## config.mk

```make
export PLATFORM = sky130hd
export DESIGN_NAME = prim_sync_debounce
export DESIGN_NICKNAME = d
export VERILOG_FILES = /design/src/rtl/prim_sync_debounce.sv
export SDC_FILE = /design/constraint.sdc
export NUM_CORES = 1
export LEC_CHECK = 0
export BUFFER_PORTS_ARGS = -buffer_cell sky130_fd_sc_hd__buf_2
export CORE_AREA = 2 2 39 41
export CTS_CLUSTER_DIAMETER = 30
export DETAILED_ROUTE_END_ITERATION = 6
export DIE_AREA = 0 0 41 43
export PLACE_DENSITY_LB_ADDON = 0.2
export SETUP_SLACK_MARGIN = 0.3
export SYNTH_ARGS = -nofsm -noshare
export SYNTH_HDL_FRONTEND = slang
export SYNTH_SLANG_ARGS = --single-unit
export TNS_END_PERCENT = 10
```

## constraint.sdc

```tcl
create_clock -name clk_i -period 2.15 [get_ports clk_i]
set_input_delay 0.215 -clock clk_i [delete_from_list [all_inputs] [get_ports clk_i]]
set_output_delay 0.215 -clock clk_i [all_outputs]
set_load 0.01 [all_outputs]
```

## src/rtl/prim_sync_debounce.sv

```systemverilog
// Debounce filter for a pre-synchronized level with edge pulses,
// a one-deep edge event slot and a sticky drop flag.
module prim_sync_debounce #(
  parameter int unsigned Threshold  = 4,
  parameter int unsigned CntWidth   = 4,
  parameter logic        ResetValue = 1'b0
) (
  input  logic clk_i,
  input  logic rst_i,
  input  logic en_i,
  input  logic sync_i,
  output logic filtered_o,
  output logic rise_o,
  output logic fall_o,
  output logic busy_o,
  output logic evt_valid_o,
  output logic evt_rise_o,
  input  logic evt_ready_i,
  output logic overflow_o,
  input  logic clr_overflow_i
);

  typedef enum logic {
    ST_STABLE,
    ST_QUAL
  } state_e;

  localparam logic [CntWidth-1:0] CntLast =
    CntWidth'(Threshold - 1);
  localparam logic [CntWidth-1:0] CntOne =
    CntWidth'(1);

  state_e              state_q;
  logic [CntWidth-1:0] cnt_q;

  logic differ;
  logic commit;
  logic xfer;
  logic drop;

  always_comb begin
    differ = (sync_i != filtered_o);
    commit = 1'b0;
    if (en_i && differ) begin
      if (state_q == ST_QUAL) begin
        commit = (cnt_q == CntLast);
      end else begin
        commit = (Threshold == 1);
      end
    end
    xfer = evt_valid_o && evt_ready_i;
    drop = commit && evt_valid_o && !evt_ready_i;
  end

  assign busy_o = (state_q == ST_QUAL);

  always_ff @(posedge clk_i) begin
    if (rst_i) begin
      state_q     <= ST_STABLE;
      cnt_q       <= '0;
      filtered_o  <= ResetValue;
      rise_o      <= 1'b0;
      fall_o      <= 1'b0;
      evt_valid_o <= 1'b0;
      evt_rise_o  <= 1'b0;
      overflow_o  <= 1'b0;
    end else begin
      rise_o <= 1'b0;
      fall_o <= 1'b0;

      if (!en_i) begin
        state_q <= ST_STABLE;
        cnt_q   <= '0;
      end else if (commit) begin
        filtered_o <= ~filtered_o;
        rise_o     <= ~filtered_o;
        fall_o     <= filtered_o;
        state_q    <= ST_STABLE;
        cnt_q      <= '0;
      end else begin
        unique case (state_q)
          ST_STABLE: begin
            if (differ) begin
              state_q <= ST_QUAL;
              cnt_q   <= CntOne;
            end
          end
          ST_QUAL: begin
            if (!differ) begin
              state_q <= ST_STABLE;
              cnt_q   <= '0;
            end else begin
              cnt_q <= cnt_q + CntOne;
            end
          end
          default: begin
            state_q <= ST_STABLE;
            cnt_q   <= '0;
          end
        endcase
      end

      // A full slot that is not draining keeps its event; new edge is lost
      if (commit && !drop) begin
        evt_valid_o <= 1'b1;
        evt_rise_o  <= ~filtered_o;
      end else if (xfer) begin
        evt_valid_o <= 1'b0;
      end

      if (drop) begin
        overflow_o <= 1'b1;
      end else if (clr_overflow_i) begin
        overflow_o <= 1'b0;
      end
    end
  end

endmodule
```

==> results.txt <==
Routability-driven placement finished with a final weighted congestion of 0.764. The net switching share of the total power came out at 0.231. The total of warnings raised by yosys came out at 0.

The worst-case reg-to-reg path depth came out at 4. Timing would allow up to 0.690 GHz. The share of the clock period used by the worst path after layout is 0.674, and the transition time of the tightest slew-check pin is 0.428 ns. The beginning of the worst hold path was sync_i. The count of nets left with antenna violations once routing finished came out at 0. The tools report the startpoint type of the worst setup path as a register. The async set-reset flop share out of synthesis is 0. The run gives 0.27 ns as the clock insertion delay at the later pin of the skew report. In this run the post-CTS setup repair buffer count came out at 0.

The placeable core area is 0.00138 sq mm, and the adder and majority cell fraction of the synthesized area is 0.0239. The tools report the combinational group share of total power as 0.078. STA classifies the critical path endpoint as a register.

In the post-synthesis netlist, the biggest area contributors are sky130_fd_sc_hd__dfxtp_1 42%, sky130_fd_sc_hd__nand2b_1 3.6%, sky130_fd_sc_hd__nand4_1 3.6%, sky130_fd_sc_hd__xor2_2 3.1%, sky130_fd_sc_hd__nand2_1 2.9%. The total of flip-flops plus latches after synthesis works out to 11. Setup violations remaining at the end of the flow were counted as 0. The power density over the cells is 611 mW/mm^2, and the switching component of the power is 0.0000876 W. The classification of the worst setup path was register to register.

The run gives 3 as the number of buffers created by CTS. Detailed placement finished with a half-perimeter wire length of 778 microns. The clock edge transition at the registers on the reported setup and hold paths was 0.07 ns. The first global-routing pass estimated 1.72 mm of wire.

The static power due to leakage came out at 0.236 nW. The class of the worst hold path is primary input to register. The logs give 0.00167 ns for the final clock skew and 54 for the cell count after synthesis. The run gives 0.000380 W as the overall power consumption. Largest voltage drop on the vdd net: 0.339 mV. The run gives 0.00176 sq mm as the area enclosed by the die boundary. By area, the combinational part of the netlist is dominated by simple AND/OR/NAND/NOR gates. The part of the total power dissipated in sequential elements is 0.555.

The post-route core utilization is 0.449, and the fraction of synthesized area in multiplexers is 0. The clock period minus worst slack is 1.45 ns, and the starting density of the core is 0.379. 0 antenna diodes ended up in the layout. TritonCTS built the clock tree. For this design the top-level I/O count stands at 13. The run gives 0.000292 W as the design internal power. The number of nets in the synthesized netlist is 61.

For this design, the sink count on the clock tree is 11. Using the TritonRoute via totals, the vias-per-cell ratio works out to 5.29. The logs give 0 ns for the post-route setup TNS and 0 for the quantity of hold-fixing buffers added after cts.

The tools report the total count of max-transition violations in the final report as 0. Relative max-transition margin: 0.714. Clock tree synthesis selected as its root buffer the cell sky130_fd_sc_hd__clkbuf_4.

The share of Yosys cell area claimed by the top area cell type is 0.420, and the post-synthesis xor/xnor area fraction is 0.0477. STA puts the critical path data arrival time at 1.61 ns. From bottom edge to top edge, the die measures 43 microns. After floorplanning, the core was divided into 14 placement rows. Once layout is complete, the cells apart from fillers number 84. The worst endpoint required time was 2.31 ns. The tools report the reg-to-reg critical path startpoint as cnt_q[0]. Fraction of the mapped netlist area in compound gates: 0.174. For hold timing, the worst endpoint is fall_o. The post-synthesis cell type count was 32. The number of gates resized after CTS was 0.

In the final routed layout, each cell accounts on average for 12.5 microns. Traced cell by cell, the critical path runs through ha_1, nor2b_1, nand2_1, and3_2. The basic-gate share of the synthesized area counting and, or, nand and nor cells was 0.303. The maximum level of the CTS H-tree is 1, and the final net count is 76. The area growth from synthesis to layout is 18.6%. For this block, the routed nets add up to 1.05 mm of wire. The logs give 0 for the total grt overflow and 8 for the initial DRC count. Summing over every cut layer, the via total after detailed routing is 444. The tool flagged a number of max-cap violations equal to 0.

The overall global routing resource usage is 0.150, and the largest stage delay on the critical path is 0.39 ns. For the final count of hold timing violations, the log shows 0. The first detailed-routing pass ran for 4 iterations. The total of buffers placed on input and output ports was 12.

Cell area after technology mapping: 524 sq um. The largest individual stage delay along the critical path comes from the cell sky130_fd_sc_hd__nor2b_1. Setup repair after global routing left no endpoint under its margin. The run finished with clean final reports. Share of final-layout standard cells stronger than drive strength 1: 0.353.

Remaining design rule violation count: 0. By count the netlist is led by 11 x sky130_fd_sc_hd__dfxtp_1, 4 x sky130_fd_sc_hd__nand2_1, 3 x sky130_fd_sc_hd__nand2b_1, 3 x sky130_fd_sc_hd__nand4_1. The run gives 80 as the count of placed standard cells including taps. Flip-flop cell with the highest count after synthesis: sky130_fd_sc_hd__dfxtp_1. The number of antenna violations at the first check in global routing came out at 0. The cell type with the highest aggregate area in the netlist was sky130_fd_sc_hd__dfxtp_1.

Entering global routing, the biggest net connects 11 pins. The worst hold path was traced through 2 stages. The die is 41 microns wide.

For the share of synthesized area occupied by flip-flops and latches, the log shows 0.420. In this run the worst path has a maximum fanout of 6. By instance count, the leading cell after synthesis is sky130_fd_sc_hd__dfxtp_1. The via count of the first global-routing pass was 385; the count of flip-flops with a built-in enable after synthesis was 0. The clock passes through at most 2 buffers. Setup slack on the worst reg-to-reg path comes out at 0.70 ns. In this run the critical register-to-register path is captured at busy_o.

A synthesized cell averages 9.71 sq um. The tools report the clock power share as 0.367.
how the worst max path moves through the flow:
stage                     startpoint     end  slack (ns)  cells after the start
after floorplan             cnt_q[0]  busy_o        0.89                      4
after global placement      cnt_q[0]  busy_o        0.78                      4
after detailed placement    cnt_q[0]  busy_o        0.73                      4
after CTS                   cnt_q[0]  busy_o        0.72                      4
after global routing        cnt_q[0]  rise_o        0.59                      4
final                       cnt_q[0]  busy_o        0.70                      4
routing by layer:
metal / up-vias / global-route usage / part of all wire
li1: 228 / - / -
met1: 199 / 0.206 / 0.49
met2: 12 / 0.194 / 0.43
met3: 5 / 0.0314 / 0.048
met4: 0 / 0.120 / 0.034
met5: - / 0 / 0
registers in the layout, indices dropped and copies added (netlist names):
signal	count
filtered_o	1
fall_o	1
evt_valid_o	1
cnt_q	4
busy_o	1
overflow_o	1
evt_rise_o	1
rise_o	1
critical path, delay by kind of cell, from the launching register on:
kind / cells / cell delay (ns)
flip-flops: 1 / 0.37
adder cells (fa/ha/maj): 1 / 0.19
AND/OR/NAND/NOR: 3 / 0.79
power by group through the flow:
stage | combinational [W] | sequential (W) | clock [W]
3_3_place_gp | 0.0000299 | 0.000215 | 0
4_1_cts | 0.0000295 | 0.000211 | 0.000147
3_5_place_dp | 0.0000293 | 0.000216 | 0
6_report | 0.0000295 | 0.000211 | 0.000140
5_1_grt | 0.0000330 | 0.000212 | 0.000158
2_1_floorplan | 0.0000186 | 0.000215 | 0
logic make-up after synthesis:
| logic type | after synthesis |
|---|---|
| and+or+nand+nor | 24 |
| DFF | 11 |
| AOI/OAI and AO/OA | 12 |
| adders and majority gates | 1 |
| xor gates and xnor gates | 2 |
| buffers and inverters | 4 |
area by class of cell:
cell class | instances | area (sq um)
fillers | 151 | 762
clock buffers | 4 | 26.3
multi-input cells | 39 | 288
well taps | 16 | 20.0
inverters | 2 | 7.51
flip-flops and latches | 11 | 220
repair buffers | 12 | 60.1
layout by cell type, fill, tap and decap left out, types with 3 or more instances in the layout:
cell type and n:
sky130_fd_sc_hd__buf_2 12, sky130_fd_sc_hd__dfxtp_1 11, sky130_fd_sc_hd__nand2_1 4, sky130_fd_sc_hd__nand2b_1 3, sky130_fd_sc_hd__nand4_1 3, sky130_fd_sc_hd__clkbuf_4 3
through the flow:
stage               instance area, sq um  hold WS (ns)  setup slack, ns
finish                               622         0.188            0.701
global route                         622         0.210            0.590
CTS                                  622         0.186            0.718
detailed placement                   596         0.471            0.725
global placement                     596         0.477            0.780
floorplan                            524         0.292            0.890
Note: power is estimated with default switching activity, not from simulation.
